[src/rtl/pcie_sym_pkg.sv]
// Shared symbol definitions for the PCIe symbol-stream path.
// The generator, the demux and the stream checker all import this package
// so that symbol codes and state encodings stay in one place.
package pcie_sym_pkg;

    // Control symbol codes carried with k_sym=1
    localparam logic [7:0] SYM_COM = 8'hBC;
    localparam logic [7:0] SYM_SKP = 8'h1C;
    localparam logic [7:0] SYM_STP = 8'hFB;
    localparam logic [7:0] SYM_SDP = 8'h5C;
    localparam logic [7:0] SYM_END = 8'hFD;
    localparam logic [7:0] SYM_IDL = 8'h7C;

    // Generator states; the state names the symbol currently presented
    typedef enum logic [2:0] {
        ST_OFF       = 3'd0,
        ST_COM_OS    = 3'd1,
        ST_IDLE_FILL = 3'd2,
        ST_PKT_SOF   = 3'd3,
        ST_PKT_PAY   = 3'd4,
        ST_PKT_EOF   = 3'd5,
        ST_SKP_OS    = 3'd6
    } gen_state_e;

    // Start-of-frame symbol for a packet type: 0 = TLP (STP), 1 = DLLP (SDP)
    function automatic logic [7:0] sof_sym(input logic is_dllp);
        logic [7:0] sym;
        if (is_dllp) begin
            sym = SYM_SDP;
        end else begin
            sym = SYM_STP;
        end
        return sym;
    endfunction

    // True when a byte is one of the defined control symbol codes
    function automatic logic is_ctrl_code(input logic [7:0] sym);
        logic hit;
        case (sym)
            SYM_COM, SYM_SKP, SYM_STP, SYM_SDP, SYM_END, SYM_IDL: hit = 1'b1;
            default: hit = 1'b0;
        endcase
        return hit;
    endfunction

endpackage

[src/rtl/sym_interval_cnt.sv]
// SKP scheduling counter.
// Counts transferred symbols outside SKP ordered sets; every SKP_INTERVAL of
// them raises a pending flag that stays up until the first SKP is transferred.
// skp_due also reflects a wrap happening on the current transfer, so the
// generator can schedule the SKP OS as the very next symbol.
module sym_interval_cnt
    import pcie_sym_pkg::*;
#(
    parameter int SKP_INTERVAL = 32
) (
    input  logic clk,
    input  logic reset_L,
    input  logic count_en,
    input  logic pend_clr,
    output logic skp_due
);

    localparam int                CNT_W    = $clog2(SKP_INTERVAL);
    localparam logic [CNT_W-1:0]  LAST_CNT = CNT_W'(SKP_INTERVAL - 1);

    logic [CNT_W-1:0] cnt_r;
    logic             pending_r;
    logic             wrap_s;

    // Detect the transfer that completes an interval
    always_comb begin
        wrap_s  = 1'b0;
        skp_due = 1'b0;
        if (count_en && (cnt_r == LAST_CNT)) begin
            wrap_s = 1'b1;
        end else begin
            wrap_s = 1'b0;
        end
        skp_due = pending_r | wrap_s;
    end

    // Interval counter and pending flag; a wrap takes priority over a clear
    always_ff @(posedge clk or negedge reset_L) begin
        if (!reset_L) begin
            cnt_r     <= {CNT_W{1'b0}};
            pending_r <= 1'b0;
        end else begin
            if (count_en) begin
                if (wrap_s) begin
                    cnt_r <= {CNT_W{1'b0}};
                end else begin
                    cnt_r <= cnt_r + CNT_W'(1);
                end
            end
            if (wrap_s) begin
                pending_r <= 1'b1;
            end else if (pend_clr) begin
                pending_r <= 1'b0;
            end
        end
    end

endmodule

[src/rtl/pcie_sym_stream_gen.sv]
// PCIe symbol-stream generator feeding the demux datapath.
// Emits a COM training burst on enable, then IDL fill, framed STP/SDP packets
// with an incrementing payload byte, and periodic SKP ordered sets, all under
// valid/ready flow control. data/k_sym/valid are registered and only change
// on a transfer (or on enable from OFF), so a stalled symbol is held stable.
module pcie_sym_stream_gen
    import pcie_sym_pkg::*;
#(
    parameter int COM_LEN      = 4,
    parameter int SKP_LEN      = 4,
    parameter int SKP_INTERVAL = 32,
    parameter int MAX_PAYLOAD  = 16,
    parameter int PLEN_W       = 5
) (
    input  logic              clk,
    input  logic              reset_L,
    input  logic              enable,
    input  logic              start,
    input  logic              pkt_type,
    input  logic [PLEN_W-1:0] payload_len,
    input  logic              ready,
    output logic              valid,
    output logic [7:0]        data,
    output logic              k_sym,
    output logic              busy,
    output logic              pkt_done
);

    // One counter serves both ordered-set kinds; size it for the longer one
    localparam int OS_MAX = (COM_LEN > SKP_LEN) ? COM_LEN : SKP_LEN;
    localparam int OS_W   = $clog2(OS_MAX + 1);

    localparam logic [PLEN_W-1:0] MAX_LEN = PLEN_W'(MAX_PAYLOAD);

    gen_state_e        state_r;
    logic              valid_r;
    logic [7:0]        data_r;
    logic              k_sym_r;
    logic              busy_r;
    logic              pkt_done_r;
    logic [7:0]        seq_r;
    logic [OS_W-1:0]   os_cnt_r;
    logic [PLEN_W-1:0] pay_cnt_r;
    logic [PLEN_W-1:0] len_r;

    logic              xfer_s;
    logic              cnt_en_s;
    logic              pend_clr_s;
    logic              skp_due_s;
    logic [PLEN_W-1:0] len_clamped_s;

    gen_state_e        bnd_state_s;
    logic              bnd_valid_s;
    logic [7:0]        bnd_data_s;
    logic              bnd_k_s;

    assign valid    = valid_r;
    assign data     = data_r;
    assign k_sym    = k_sym_r;
    assign busy     = busy_r;
    assign pkt_done = pkt_done_r;

    // Transfer qualification and SKP counter controls
    always_comb begin
        xfer_s     = 1'b0;
        cnt_en_s   = 1'b0;
        pend_clr_s = 1'b0;
        xfer_s = valid_r & ready;
        if (state_r == ST_SKP_OS) begin
            cnt_en_s   = 1'b0;
            pend_clr_s = xfer_s;
        end else begin
            cnt_en_s   = xfer_s;
            pend_clr_s = 1'b0;
        end
    end

    // Requested payload length clamped to the largest supported size
    always_comb begin
        len_clamped_s = payload_len;
        if (payload_len > MAX_LEN) begin
            len_clamped_s = MAX_LEN;
        end else begin
            len_clamped_s = payload_len;
        end
    end

    // Next symbol at a boundary (end of an ordered set, END, or any IDL):
    // stop if disabled, else a due SKP OS, else a packet start (IDL only), else IDL
    always_comb begin
        bnd_state_s = ST_IDLE_FILL;
        bnd_valid_s = 1'b1;
        bnd_data_s  = SYM_IDL;
        bnd_k_s     = 1'b1;
        if (!enable) begin
            bnd_state_s = ST_OFF;
            bnd_valid_s = 1'b0;
            bnd_data_s  = SYM_IDL;
            bnd_k_s     = 1'b0;
        end else if (skp_due_s) begin
            bnd_state_s = ST_SKP_OS;
            bnd_data_s  = SYM_SKP;
        end else if (start && (state_r == ST_IDLE_FILL)) begin
            bnd_state_s = ST_PKT_SOF;
            bnd_data_s  = sof_sym(pkt_type);
        end else begin
            bnd_state_s = ST_IDLE_FILL;
            bnd_data_s  = SYM_IDL;
        end
    end

    sym_interval_cnt #(
        .SKP_INTERVAL (SKP_INTERVAL)
    ) u_interval (
        .clk      (clk),
        .reset_L  (reset_L),
        .count_en (cnt_en_s),
        .pend_clr (pend_clr_s),
        .skp_due  (skp_due_s)
    );

    // Symbol FSM: each state presents its symbol and advances only on a transfer
    always_ff @(posedge clk or negedge reset_L) begin
        if (!reset_L) begin
            state_r    <= ST_OFF;
            valid_r    <= 1'b0;
            data_r     <= SYM_IDL;
            k_sym_r    <= 1'b0;
            busy_r     <= 1'b0;
            pkt_done_r <= 1'b0;
            seq_r      <= 8'h01;
            os_cnt_r   <= {OS_W{1'b0}};
            pay_cnt_r  <= {PLEN_W{1'b0}};
            len_r      <= {PLEN_W{1'b0}};
        end else begin
            pkt_done_r <= 1'b0;
            case (state_r)
                ST_OFF: begin
                    if (enable) begin
                        state_r  <= ST_COM_OS;
                        valid_r  <= 1'b1;
                        data_r   <= SYM_COM;
                        k_sym_r  <= 1'b1;
                        os_cnt_r <= OS_W'(1);
                    end
                end
                ST_COM_OS: begin
                    if (xfer_s) begin
                        if (os_cnt_r == OS_W'(COM_LEN)) begin
                            state_r  <= bnd_state_s;
                            valid_r  <= bnd_valid_s;
                            data_r   <= bnd_data_s;
                            k_sym_r  <= bnd_k_s;
                            os_cnt_r <= OS_W'(1);
                        end else begin
                            os_cnt_r <= os_cnt_r + OS_W'(1);
                        end
                    end
                end
                ST_IDLE_FILL: begin
                    if (xfer_s) begin
                        state_r  <= bnd_state_s;
                        valid_r  <= bnd_valid_s;
                        data_r   <= bnd_data_s;
                        k_sym_r  <= bnd_k_s;
                        os_cnt_r <= OS_W'(1);
                        if (bnd_state_s == ST_PKT_SOF) begin
                            busy_r <= 1'b1;
                            len_r  <= len_clamped_s;
                        end
                    end
                end
                ST_PKT_SOF: begin
                    if (xfer_s) begin
                        if (len_r == {PLEN_W{1'b0}}) begin
                            state_r <= ST_PKT_EOF;
                            data_r  <= SYM_END;
                            k_sym_r <= 1'b1;
                        end else begin
                            state_r   <= ST_PKT_PAY;
                            data_r    <= seq_r;
                            k_sym_r   <= 1'b0;
                            pay_cnt_r <= PLEN_W'(1);
                        end
                    end
                end
                ST_PKT_PAY: begin
                    if (xfer_s) begin
                        seq_r <= seq_r + 8'd1;
                        if (pay_cnt_r == len_r) begin
                            state_r <= ST_PKT_EOF;
                            data_r  <= SYM_END;
                            k_sym_r <= 1'b1;
                        end else begin
                            data_r    <= seq_r + 8'd1;
                            pay_cnt_r <= pay_cnt_r + PLEN_W'(1);
                        end
                    end
                end
                ST_PKT_EOF: begin
                    if (xfer_s) begin
                        busy_r     <= 1'b0;
                        pkt_done_r <= 1'b1;
                        state_r    <= bnd_state_s;
                        valid_r    <= bnd_valid_s;
                        data_r     <= bnd_data_s;
                        k_sym_r    <= bnd_k_s;
                        os_cnt_r   <= OS_W'(1);
                    end
                end
                ST_SKP_OS: begin
                    if (xfer_s) begin
                        if (os_cnt_r == OS_W'(SKP_LEN)) begin
                            state_r  <= bnd_state_s;
                            valid_r  <= bnd_valid_s;
                            data_r   <= bnd_data_s;
                            k_sym_r  <= bnd_k_s;
                            os_cnt_r <= OS_W'(1);
                        end else begin
                            os_cnt_r <= os_cnt_r + OS_W'(1);
                        end
                    end
                end
                default: begin
                    state_r <= ST_OFF;
                    valid_r <= 1'b0;
                    data_r  <= SYM_IDL;
                    k_sym_r <= 1'b0;
                    busy_r  <= 1'b0;
                end
            endcase
        end
    end

endmodule

[config.mk]
export PLATFORM = sky130hd
export DESIGN_NAME = pcie_sym_stream_gen
export DESIGN_NICKNAME = d
export VERILOG_FILES = /design/src/rtl/pcie_sym_pkg.sv /design/src/rtl/sym_interval_cnt.sv /design/src/rtl/pcie_sym_stream_gen.sv
export SDC_FILE = /design/constraint.sdc
export NUM_CORES = 1
export LEC_CHECK = 0
export CORE_AREA = 2 2 78 80
export CTS_CLUSTER_DIAMETER = 50
export CTS_CLUSTER_SIZE = 28
export DETAILED_ROUTE_END_ITERATION = 8
export DIE_AREA = 0 0 80 82
export GPL_TIMING_DRIVEN = 1
export PLACE_DENSITY = 0.66
export SLEW_MARGIN = 40
export SYNTH_ARGS = -nofsm -noshare
export SYNTH_HDL_FRONTEND = slang
export SYNTH_SLANG_ARGS = --single-unit
[constraint.sdc]
create_clock -name clk -period 1.87 [get_ports clk]
set_input_delay 0.2805 -clock clk [delete_from_list [all_inputs] [get_ports clk]]
set_output_delay 0.2805 -clock clk [all_outputs]
set_load 0.03 [all_outputs]
==> results of run 1 <==
worst max-delay path, delay by kind of cell, from the launching register on:
family	cells	cell delay, ns
flops	1	0.39
fa+ha+maj	2	0.36
simple gates	3	0.62
compound gates	2	0.42
power by group through the flow:
stage	clock (mW)	sequential [mW]	combinational [mW]
global placement	0	1.67	2.62
finish	0.737	1.66	2.72
CTS	0.755	1.66	2.70
floorplan	0	1.75	1.72
detailed placement	0	1.67	2.65
global route	0.789	1.72	2.99
per-stage QoR:
step,setup TNS (ns),utilization,power (mW)
5_1_grt,-0.0621,0.537,5.50
3_3_place_gp,-0.0453,0.514,4.29
6_report,0,0.537,5.11
3_5_place_dp,-0.0611,0.514,4.32
2_1_floorplan,0,-,3.47
4_1_cts,0,0.535,5.11
worst min path at each step:
| stage | startpoint | to | slack, ns | cells after the start |
|---|---|---|---|---|
| floorplan | reset_L | busy | -0.02 | 0 |
| global placement | reset_L | u_interval.cnt_r[4] | 0.39 | 2 |
| detailed placement | reset_L | pkt_done | 0.39 | 2 |
| CTS | reset_L | u_interval.cnt_r[4] | 0.06 | 2 |
| global route | reset_L | u_interval.cnt_r[4] | 0.1 | 2 |
| finish | reset_L | u_interval.cnt_r[4] | 0.03 | 2 |
registers in the layout (all words and copies together) (netlist names):
register,flops
u_interval.pending_r,1
state_r,3
data,8
len_r,5
busy,1
valid,1
u_interval.cnt_r,5
pkt_done,1
os_cnt_r,3
k_sym,1
seq_r,8
pay_cnt_r,5
cells in the final DEF (no fill, tap or decap), drive strengths merged, types with 2 or more instances in the layout:
master,count
nor2,23
dfrtp,36
dfstp,6
inv,14
mux2,4
xor2,9
o21a,2
and2,3
o211ai,2
a221oi,2
ha,6
clkdlybuf4s50,21
clkbuf,7
o2bb2ai,3
or2,3
nand4,5
o31ai,3
and3,4
a22o,4
nand3b,5
buf,25
a31oi,7
and2b,2
or3,2
o21ai,24
o22ai,3
nor3,5
a21oi,15
nand3,11
xnor2,11
a41oi,2
nand2,26
logic make-up after synthesis:
kind of cell               count (synthesis)
and+or+nand+nor                           95
AOI/OAI and AO/OA                         75
DFF                                       42
buffers and inverters                     21
xor gates and xnor gates                  20
adders and majority gates                  6
muxes                                      4
metal layers:
layer	vias to the layer above	global-route usage	share of wire
met3	11	0.0396	0.036
met5	-	0	0
li1	1040	-	-
met1	1019	0.276	0.48
met4	0	0.0729	0.018
met2	49	0.320	0.46
repair_timing:
item	CTS	global route
resized for setup	0	4
setup endpoints to repair	1	13
pin swaps	0	2
buffers inserted	2	0
Yosys cell counts, types with 4 or more instances:
cell type  instances
xnor2_1           11
and3_1             4
xor2_1             8
nand3_1           11
inv_1             13
nand2_1           24
a21oi_1           14
a22o_1             4
o21ai_0           19
nor2_1            21
nand3b_1           5
a31oi_1            7
ha_1               6
o21ai_1            4
nand4_1            5
dfstp_2            6
dfrtp_1           36
layout make-up:
type / instances / area share
clock inverters: 1 / 0.00974
repair buffers: 46 / 0.129
flip-flops and latches: 42 / 0.344
well taps: 75 / 0.0304
clock buffers: 7 / 0.0248
multi-input cells: 200 / 0.444
inverters: 14 / 0.0179
==> results.md, run 1 <==
- Hold Path Class: in -> async
- Worst Setup Path Type: reg -> reg
- Sequential share of the synthesized area: 0.423
- Final Instance Count excl. Fillers: 385
- Multi-input logic area: 0.00137 mm^2
- Area of the core: 0.00575 mm^2
- Starting Density: 0.435
- Root Driver: clkbuf_8
- Placed cell areas: 0.00295 mm^2
- Routability Congestion: 0.854
- CP Max Fanout: 5
- GRT Total Usage: 0.202
- Measured slew at the worst slew-check pin: 0.534 ns
- Worst EP required: 2.12 ns
- Top cells by area, synth: dfrtp_1 (36%), dfstp_2 (6.3%), xnor2_1 (3.9%)
- Post-Layout Inst Area: 0.00308 mm^2
- Slew HR: 0.644
- # fillers: 549
- Crit path arrival time: 2.09 ns
- Post-Synthesis Cell Area: 0.00250 mm^2
- DR WL/cell: 15.3 um
- DRT iter0 DRCs: 204
- Synth Area in Compound Gates: 0.197
- Crit share post-route: 0.986
- Synthesized-area fraction occupied by adder cells: 0.0300
- Ratio of cells with drive above 1 in the final layout: 0.213
- Worst Setup Start Kind: register
- Register area: 0.00106 mm^2
- Peak Freq: 542 MHz
- Reg-to-reg startpoint: u_interval.cnt_r[1]
- Clk_lat worst skew: 0.30 ns
- CTS tree: built
- Final hold vios: 0
- DRC: 0
- I/O Buffers: 22
- Inst Count DP: 375
- Clk buf depth: 2
- Crit path launch: u_interval.cnt_r[1]
- Clock period minus worst slack: 1.84 ns
- Internal power: 2.92 mW
- Final ANT Viol Nets: 0
- Warnings from Yosys: 0
- Layout Nets: 326
- First-pass GRT wire length: 10200 um
- Worst r2r dst: data[0]
- Overflow after GRT: 0
- Unrepaired setup endpoints after global routing: true
- Syn Area/Cell: 9.51 um^2
- Layout Skew: 0.00663 ns
- Antenna fix cells: 0
- Setup violators final: 0
- Pwr per Cell Area: 1660 mW/mm^2
- Synth Flop Type: dfrtp_1
- Final WS setup: 0.0256 ns
- Post-synth top area share: 0.360
- Die width: 80 um
- Critical Path Slowest Stage Cell: dfrtp_1
- Clock sinks: 42
- Pleak: 1.30 nW
- Post-synth top area cell: dfrtp_1
- Combinational share of power: 0.531
- EDFF count, synth: 0
- Hold slack: 0.0306 ns
- P_sw: 2.19 mW
- CTS Buf Count: 5
- Multiplexer share of the synthesized area: 0.0180
- Synth Area in XOR/XNOR: 0.0775
- Outcome: complete, no violations
- Ys async rst share: 1.00
- Synth Register Bits: 42
- Final HPWL DP: 4250 um
- Worst setup path endpoint: data[0]
- Antenna violations before repair: 0
- Max-cap violations: 0
- Synth cell types: 59
- Pre-CTS WS: -0.0303 ns
- Clock network fraction of design power: 0.144
- Syn Nets: 280
- Post-Syn Instances: 263
- Largest net degree at the start of global routing: 43
- Cts hold-fix bufs: 0
- Worst R2R Setup Slack: 0.03 ns
- Clock transition at path regs: 0.09 ns
- Vias per inst: 5.50
- Vias: 2119
- Switching share of power: 0.429
- Die ar.: 0.00656 mm^2
- FP Rows: 28
- Drt pass-1 iters: 4
- Sequential group share of total power: 0.324
- Worst vdd ir: 0.824 mV
- Simple-gate share of the synthesized area: 0.210
- Fin. max-slew vios: 0
- P&R area growth vs syn: 23.3%
- Largest family of logic cells by synthesized area: simple AND/OR/NAND/NOR gates
- Crit end category: register
- I/O pin cnt: 23
- H-tree Lvls: 2
- Crit-path max cell delay: 0.39 ns
- Reg2Reg Depth: 7
- Final WL: 5870 um
- Vias in the first global route: 2142
- Cells along the critical path: ha_2, and3_4, ha_4, a31o_4, or3_4, nand3_1, a32o_2
- Die height: 82 um
Note: power is estimated with default switching activity, not from simulation.
==> inputs of run 2 (changes only) <==
Settings changed: GPL_ROUTABILITY_DRIVEN set to 0.
==> results of run 2 <==
Same layout as run 1: the final DEF is identical, and so are final timing and power.
==> inputs of run 3 (changes only) <==
Settings changed: CORE_AREA 2 2 78 80 to 2 2 82 76, DIE_AREA 0 0 80 82 to 0 0 84 78.
==> run 3 against run 2 <==
Clock power decreased by 20%. First-iteration DRC count up 26%. Design area is 0.16% lower. Worst setup slack got worse by 0.014 ns. Non-clock buffer count rose by 2. Fmax fell by 0.73%. Largest cell class unchanged.
==> results.md, run 3 (same netlist as run 1, synthesis figures left out) <==
- Outcome: complete, no violations (unchanged)
- FP Rows: 26 (was 28)
- Layout Nets: 328 (was 326)
- Worst r2r dst: data[0] (unchanged)
- Starting Density: 0.444 (was 0.435)
- Setup violators final: 0 (unchanged)
- Worst vdd ir: 0.820 mV (was 0.824 mV)
- Max-cap violations: 0 (unchanged)
- Crit share post-route: 0.994 (was 0.986)
- P&R area growth vs syn: 23.1% (was 23.3%)
- Clock transition at path regs: 0.09 ns (about the same)
- Vias in the first global route: 2027 (was 2142)
- Clock period minus worst slack: 1.86 ns (was 1.84 ns)
- Reg-to-reg startpoint: u_interval.cnt_r[0] (was u_interval.cnt_r[1])
- P_sw: 2.21 mW (was 2.19 mW)
- # fillers: 520 (was 549)
- Area of the core: 0.00563 mm^2 (was 0.00575 mm^2)
- Vias per inst: 5.63 (was 5.50)
- Multi-input logic area: 0.00137 mm^2 (unchanged)
- Peak Freq: 538 MHz (was 542 MHz)
- Switching share of power: 0.436 (was 0.429)
- Final ANT Viol Nets: 0 (unchanged)
- First-pass GRT wire length: 9960 um (was 10200 um)
- CTS tree: built (unchanged)
- Final hold vios: 0 (unchanged)
- Crit path arrival time: 2.11 ns (was 2.09 ns)
- Die ar.: 0.00655 mm^2 (was 0.00656 mm^2)
- Die width: 84 um (was 80 um)
- Clk_lat worst skew: 0.30 ns (about the same)
- Antenna violations before repair: 0 (unchanged)
- Combinational share of power: 0.550 (was 0.531)
- I/O pin cnt: 23 (unchanged)
- Cts hold-fix bufs: 0 (unchanged)
- DRT iter0 DRCs: 257 (was 204)
- Largest net degree at the start of global routing: 43 (unchanged)
- Final Instance Count excl. Fillers: 382 (was 385)
- Unrepaired setup endpoints after global routing: true (unchanged)
- Pwr per Cell Area: 1640 mW/mm^2 (was 1660 mW/mm^2)
- Fin. max-slew vios: 0 (unchanged)
- Final WS setup: 0.0120 ns (was 0.0256 ns)
- Slew HR: 0.647 (was 0.644)
- Register area: 0.00106 mm^2 (about the same)
- GRT Total Usage: 0.191 (was 0.202)
- Pleak: 1.31 nW (was 1.30 nW)
- Worst Setup Start Kind: register (unchanged)
- Ratio of cells with drive above 1 in the final layout: 0.224 (was 0.213)
- CTS Buf Count: 5 (unchanged)
- Clock network fraction of design power: 0.116 (was 0.144)
- Layout Skew: 0.00875 ns (was 0.00663 ns)
- H-tree Lvls: 2 (unchanged)
- Hold Path Class: in -> async (unchanged)
- Sequential group share of total power: 0.334 (was 0.324)
- Internal power: 2.85 mW (was 2.92 mW)
- Vias: 2150 (was 2119)
- CP Max Fanout: 5 (unchanged)
- Hold slack: 0.0352 ns (was 0.0306 ns)
- Most frequent cells in the layout: dfrtp_1 (33), buf_4 (25), nand2_1 (24) (was dfrtp_1 (34), nand2_1 (24), buf_4 (23))
- Drt pass-1 iters: 5 (was 4)
- DRC: 0 (unchanged)
- Final HPWL DP: 4470 um (was 4250 um)
- Inst Count DP: 372 (was 375)
- Total power: 5.06 mW (was 5.11 mW)
- DR WL/cell: 15.4 um (was 15.3 um)
- Measured slew at the worst slew-check pin: 0.529 ns (was 0.534 ns)
- Reg2Reg Depth: 7 (unchanged)
- Clock sinks: 42 (unchanged)
- Antenna fix cells: 0 (unchanged)
- Pre-CTS WS: -0.00680 ns (was -0.0303 ns)
- Final WL: 5890 um (was 5870 um)
- Worst EP required: 2.12 ns (about the same)
- Overflow after GRT: 0 (unchanged)
- I/O Buffers: 22 (unchanged)
- Worst R2R Setup Slack: 0.01 ns (was 0.03 ns)
- Crit end category: register (unchanged)
- Worst Setup Path Type: reg -> reg (unchanged)
- Most common cell after layout, fill and taps aside: dfrtp_1 (unchanged)
- Root Driver: clkbuf_8 (unchanged)
- Final core occ: 0.547 (was 0.537)
- Clk buf depth: 2 (unchanged)
- Die height: 78 um (was 82 um)
-- run 3: cell count changes in the layout (fill, tap and decap cells not counted), sizes merged --
cell and delta:
buf +2, bufinv -1, clkbuf -1, clkinv +2
-- run 3: area by class of cell --
cell class              count  area share
clock buffers               6      0.0236
flip-flops and latches     42       0.345
multi-input cells         200       0.444
well taps                  70      0.0285
clock inverters             2     0.00325
repair buffers             48       0.137
inverters                  14      0.0179
-- run 3: worst max-delay path by stage --
stage	slack [ns]	start	cells after the start	to
4_1_cts	0.004	u_interval.cnt_r[1]	7	data[0]
6_report	0.01	u_interval.cnt_r[0]	7	data[0]
2_1_floorplan	0.01	u_interval.cnt_r[1]	6	len_r[4]
3_5_place_dp	-0.007	enable	6	state_r[0]
3_3_place_gp	0.01	enable	6	state_r[0]
5_1_grt	-0.05	u_interval.cnt_r[1]	7	data[0]
-- run 3: repair_timing --
action,CTS,global route
setup buffers,0,2
endpoints found under the setup margin,0,17
hold endpoints to repair,0,0
gates resized for setup,0,4
-- run 3: metrics by stage --
step / area (um^2) / setup TNS, ns
after CTS: 3060 / 0
after global routing: 3080 / -0.0743
after detailed placement: 2970 / -0.00680
after global placement: 2970 / 0
after floorplan: 2530 / 0
final: 3080 / 0
-- run 3: critical path, cell delays in order, from the launching register on --
cell     delay, ns
dfrtp_1       0.41
ha_2          0.19
and3_4        0.15
ha_4          0.15
a31o_4        0.24
or3_4         0.37
nand4_1       0.11
a32o_2        0.17
-- run 3: power by group through the flow --
stage / clock network, mW / logic [mW] / registers [mW]
after floorplan: 0 / 1.72 / 1.75
after global placement: 0 / 2.70 / 1.69
after detailed placement: 0 / 2.73 / 1.70
after CTS: 0.599 / 2.74 / 1.68
after global routing: 0.643 / 3.04 / 1.75
final: 0.586 / 2.79 / 1.69
-- run 3: per-layer routing --
metal,up-vias,GRT usage,routed length [um]
li1,1043,-,-
met1,1021,0.274,2840
met2,72,0.285,2620
met3,14,0.0511,327
met4,0,0.0516,98
met5,-,0,0
==> RTL change 1: new RTL, config.mk and constraints of run 3 <==
`MAX_PAYLOAD`: 16 -> 8.
--- a/src/rtl/pcie_sym_stream_gen.sv
+++ b/src/rtl/pcie_sym_stream_gen.sv
@@ -10,5 +10,5 @@
     parameter int SKP_LEN      = 4,
     parameter int SKP_INTERVAL = 32,
-    parameter int MAX_PAYLOAD  = 16,
+    parameter int MAX_PAYLOAD  = 8,
     parameter int PLEN_W       = 5
 ) (
Check against the original RTL: same outputs for any inputs over 10 cycles, from zero or initial values and one cycle with reset_L low; that may be too few to reach the edited logic, so the function may still have changed.
==> RTL change 1 against run 3 <==
  * The flow now finishes with violations (setup timing)
  * Wire length increased by 18%
  * Core utilization rose by 7.4 points
  * Sequential cell count did not move
  * Largest cell class unchanged
  * Power grew 17%
  * Final area rose by 14%
  * Worst setup slack lost 0.052 ns
  * Critical endpoint unchanged
  * Synthesized area down 0.75%
  * Count of clock-buffer cells in the layout is the same
  * Non-clock buffer count is 44 higher
==> RTL change 1: results (changes against run 3) <==
Synthesis
  • Yosys warns: 0 (unchanged)
  • Synthesized Nets: 280 (unchanged)
  • Register area share after synthesis: 42.6% (+0.32 points)
  • Predominant post-synthesis flop cell: dfrtp_1
  • Synth unique cells: 59 (unchanged)
  • Commonest cells in the netlist: 36 x dfrtp_1, 32 x nand2_1, 17 x o21ai_0
  • Top post-synthesis cells by area: dfrtp_1 36%, dfstp_2 6.4%, nand2_1 4.8%, xnor2_1 4.2%, o21ai_0 3.4%
  • Ys async rst share: 100% (unchanged)
  • Cells after Synth: 263 (unchanged)

Placement
  • Final HPWL DP: 5090 um (+14%)
  • PortBufs: 22 (unchanged)
  • Placed cells: 405 (+8.9%)
  • Post-DP Area: 0.00320 mm^2 (+7.6%)
  • Post-Place Worst Slack: -0.250 ns (-0.243 ns)

Clock network
  • Clock buffer depth: 2 (unchanged)
  • CTS H-Tree Depth: 2 (unchanged)
  • CTS root buf: clkbuf_8
  • TritonCTS Buffers: 5 (unchanged)
  • Clk Latency, worst-skew pair: 0.30 ns (about the same)
  • Clock-pin slew on the worst setup and hold paths: 0.09 ns (about the same)

Setup path
  • Reg-to-reg critical path startpoint: u_interval.cnt_r[0]
  • Critical Path AT: 2.10 ns
  • Flop-to-flop setup slack: -0.04 ns (-0.05 ns)
  • Cell with the largest stage delay on the worst path: dfrtp_1
  • Highest cell delay on the worst timing path: 0.37 ns (-0.04 ns)
  • Cells on worst reg2reg path: 9 (+2)
  • Crit Path Max Fanout: 3 (-2)
  • Worst R2R End: data[0]

Power and ir drop
  • Psw: 2.48 mW (+12%)
  • Leak pwr: 1.56 nW (+19%)
  • Peak supply drop: 906 uV (+11%)

Global route
  • First-pass GRT wire length: 11700 um (+17%)
  • Gr usage total: 22.3% (+3.2 points)
  • Largest net degree at the start of global routing: 17 (-60%)
  • Initial antenna violation count: 0 (unchanged)

Status
  • Status: complete, but fails checks
  • Failing checks: setup timing

Timing
  • Clk_skew: 0.00709 ns (-0.00166 ns)
  • Setup_tns: -0.0799 ns (-0.0799 ns)
  • Final setup margin: -0.0404 ns (-0.0524 ns)
  • Worst-margin pin slew: 0.468 ns (-0.0611 ns)
  • Hold WS: 0.413 ns (+0.378 ns)
  • Final setup vio count: 3 (+3)

Detailed routing
  • Post-Route WL: 6950 um (+18%)
  • Drt first pass iters: 5 (unchanged)
  • Initial DRC count: 208 (-19%)
  • Vias per inst: 5.60 (-0.43%)
  • Vias: 2365 (+10%)

Layout
  • Layout fillers: 471 (-9.4%)
  • # diodes: 0 (unchanged)
  • Nets: 368 (+12%)
  • Share of cells above drive strength 1: 32.1% (+9.7 points)

Hold path
  • Min-Delay Path Class: in -> async
==> RTL change 1: cell types whose count changed after synthesis, moves of 4 or more <==
cell and change:
a21o_1 +5, nor3b_1 +6, nand2_1 +8, a21oi_1 -4, inv_1 -9, clkbuf_1 +5, a32o_1 +4, nor3_1 +7
nor2_1 -6, o22a_1 +4, a31oi_1 -4
==> RTL change 1: layer usage <==
| metal | GRT usage (%) | wire length [um] | vias to the layer above |
|---|---|---|---|
| met4 | 9.68 | 167 | 0 |
| met2 | 35.4 | 3230 | 68 |
| met5 | 0 | 0 | - |
| met3 | 4.04 | 293 | 16 |
| li1 | - | - | 1138 |
| met1 | 29.9 | 3270 | 1143 |
==> RTL change 1: worst max-delay path: cells and delay by family (launching register included) <==
kind	cells	cell delay (ns)
AO/OA/AOI/OAI	2	0.52
adder cells (fa/ha/maj)	2	0.32
flip-flops	1	0.37
AND/OR/NAND/NOR	4	0.48
buffers and inverters	1	0.11
==> RTL change 1: cell type report <==
cell class	instances	area [um^2]	share of cell area (%)
well taps	70	87.6	2.50
flip-flops and latches	42	1060	30.3
multi-input cells	206	1470	42.1
inverters	4	15.0	0.429
repair buffers	92	764	21.9
clock inverters	2	12.5	0.358
clock buffers	6	82.6	2.36
==> RTL change 1: worst max-delay path by stage <==
stage | start | end | depth (start not counted) | slack [ns]
2_1_floorplan | u_interval.cnt_r[0] | data[2] | 8 | 0.06
3_3_place_gp | enable | os_cnt_r[1] | 5 | -0.21
3_5_place_dp | enable | os_cnt_r[1] | 5 | -0.25
4_1_cts | u_interval.cnt_r[0] | data[0] | 9 | -0.05
5_1_grt | u_interval.cnt_r[0] | data[0] | 9 | -0.13
6_report | u_interval.cnt_r[0] | data[0] | 9 | -0.04
==> RTL change 1: what timing repair did <==
item	4_1_cts	5_1_grt
pin swaps	9	10
gates resized for setup	19	17
hold endpoints to repair	11	0
endpoints found under the setup margin	19	22
hold buffers	1	0
cloned	0	1
buffers inserted	6	2
==> RTL change 1: kinds of logic (layout without fill, tap and decap cells) <==
group / Yosys count / count (layout) / synth area share (%)
xor gates and xnor gates: 20 / 20 / 7.06
adders and majority gates: 6 / 6 / 3.02
DFF: 42 / 42 / 42.6
muxes: 1 / 1 / 0.454
AOI/OAI and AO/OA: 76 / 76 / 21.8
buffers and inverters: 15 / 104 / 2.92
and+or+nand+nor: 103 / 103 / 22.1
==> RTL change 1: power groups by stage <==
stage	clock network [mW]	logic [mW]	registers, mW
2_1_floorplan	0	1.69	1.72
3_3_place_gp	0	3.23	1.57
3_5_place_dp	0	3.30	1.58
4_1_cts	0.655	3.50	1.57
5_1_grt	0.698	3.98	1.63
6_report	0.638	3.69	1.58
==> RTL change 2: new RTL, config.mk and constraints of run 3 <==
Without the edit above. Reset style: synchronous (`reset_L`), changed in 2 clocked blocks.
--- a/src/rtl/sym_interval_cnt.sv
+++ b/src/rtl/sym_interval_cnt.sv
@@ -36,5 +36,5 @@
 
     // Interval counter and pending flag; a wrap takes priority over a clear
-    always_ff @(posedge clk or negedge reset_L) begin
+    always_ff @(posedge clk) begin
         if (!reset_L) begin
             cnt_r     <= {CNT_W{1'b0}};
--- a/src/rtl/pcie_sym_stream_gen.sv
+++ b/src/rtl/pcie_sym_stream_gen.sv
@@ -121,5 +121,5 @@
 
     // Symbol FSM: each state presents its symbol and advances only on a transfer
-    always_ff @(posedge clk or negedge reset_L) begin
+    always_ff @(posedge clk) begin
         if (!reset_L) begin
             state_r    <= ST_OFF;
Function: differs if reset_L is asserted again (counterexample within 4 cycles, from zero or initial values and one cycle with reset_L low); with reset_L held inactive, the same outputs for 10 cycles.
==> RTL change 2 against run 3 <==
  * Sequential cell count stayed put
  * Synthesized area is 1.6% lower
  * Wire length is 11% higher
  * Final area is 7.9% higher
  * Die area stayed put
  * Worst setup slack worse by 0.0096 ns
  * Largest cell class unchanged
  * Highest routed layer unchanged
Power is not compared: it rests on default switching activity, and its combinational part moved more than twofold at a synthesized area within 25%.
==> RTL change 2: results (changes against run 3) <==
Detailed routing
  • M1 WL: 3270 um (+15%)
  • Drt first pass iters: 4 (-1)
  • Wirelength per Cell: 15.1 um (-2.2%)
  • Initial DRC count: 144 (-44%)
  • Vias: 2419 (+13%)
  • Post-Route WL: 6560 um (+11%)
  • Wire length on met3: 222 um (-32%)
  • Met2 WL: 2920 um (+11%)

Global route
  • Largest net degree at the start of global routing: 19 (-56%)
  • GR Layer Usage met1: 28.3% (+0.90 points)
  • M3 GR Usage: 3.72% (-1.4 points)
  • First-pass GRT wire length: 11000 um (+10%)
  • Met2 usage: 32.1% (+3.6 points)
  • Gr usage total: 20.5% (+1.4 points)
  • Number of global-route vias before repair: 2298 (+13%)

Setup path
  • Highest cell delay on the worst timing path: 0.37 ns (-0.04 ns)
  • Crit path capture: data[1]
  • Cell with the largest stage delay on the worst path: a2111oi_4
  • Startpoint types: register
  • Critical Path Start: u_interval.cnt_r[1]
  • Cells on worst reg2reg path: 8 (+1)
  • Crit Path Max Fanout: 3 (-2)

Timing
  • FMAX: 535 MHz (-0.51%)
  • Clk_skew: 0.00727 ns (-0.00148 ns)
  • Slew margin rel.: 67.8% (+3.1 points)

Clock network
  • Clk Latency, worst-skew pair: 0.30 ns (about the same)

Synthesis
  • Synthesized Nets: 322 (+15%)
  • Synth unique cells: 63 (+6.8%)
  • Avg Inst Size Synth: 8.07 um^2 (-15%)
  • Predominant post-synthesis flop cell: dfxtp_1
  • Top post-synthesis cells by area: dfxtp_1 34%, nand2_1 5.2%, a21oi_1 5.1%, xnor2_1 4.6%, o21ai_0 4.3%
  • Register area share after synthesis: 34.2% (-8.2 points)
  • Commonest cells in the netlist: 42 x dfxtp_1, 34 x nand2_1, 26 x nor2_1
  • Ys async rst share: 0% (-100 points)

Power and ir drop
  • Peak supply drop: 645 uV

Layout
  • Layout fillers: 508 (-2.3%)
  • Nets: 382 (+16%)

Hold path
  • Min-Delay Path Class: reg -> reg

Placement
  • Final HPWL DP: 4760 um (+6.5%)
  • Placed cells: 427 (+15%)
  • Post-DP Area: 0.00306 mm^2 (+3.1%)
  • Post-Place Worst Slack: -0.243 ns (-0.236 ns)

Status
  • Status: finished clean
RTL change 2: cells by family (layout without fill, tap and decap cells):
logic type      count (synthesis)  count (layout)  synth area share (%)
compound gates                 84              84                  23.3
buf+inv                        26              86                  5.13
flops                          42              42                  34.2
xor+xnor                       17              17                  6.05
fa+ha+maj                       7               7                  3.46
mux                             3               3                  1.22
simple gates                  126             126                  26.6
RTL change 2: worst min path at each step:
stage                               from       end  slack (ns)  cells past startpoint
final                            data[0]   data[0]        0.47                      2
after global routing             data[7]   data[7]        0.49                      2
after CTS                          k_sym     k_sym        0.48                      2
after detailed placement         data[5]   data[5]        0.47                      1
after global placement             k_sym     k_sym        0.45                      2
after floorplan           payload_len[4]  len_r[4]        0.42                      2
RTL change 2: timing repair:
action / 4_1_cts / 5_1_grt
pin swaps: 3 / 6
hold buffers: 0 / 0
resized for setup: 5 / 27
setup buffers: 0 / 1
endpoints found under the setup margin: 13 / 23
RTL change 2: power by group:
group          total (mW)  leakage, nW  internal [mW]  switching, mW
clock               0.745       0.0573          0.427          0.318
combinational        1.36        0.811          0.646          0.718
sequential           1.08        0.344          0.994         0.0861
RTL change 2: worst max-delay path, delay by kind of cell (launching register included):
| family | cells | cell delay [ns] |
|---|---|---|
| AO/OA/AOI/OAI | 3 | 0.58 |
| AND/OR/NAND/NOR | 2 | 0.36 |
| flip-flops | 1 | 0.34 |
| adder cells (fa/ha/maj) | 2 | 0.32 |
| buffers and inverters | 1 | 0.20 |
RTL change 2: cell type report:
class / instances / area [um^2] / area share, %
multi-input combinational: 237 / 1640 / 49.5
sequential: 42 / 856 / 25.8
timing repair buffer: 70 / 588 / 17.7
tap: 70 / 87.6 / 2.64
clock buffer: 6 / 82.6 / 2.49
inverter: 9 / 33.8 / 1.02
clock inverter: 1 / 30.0 / 0.904
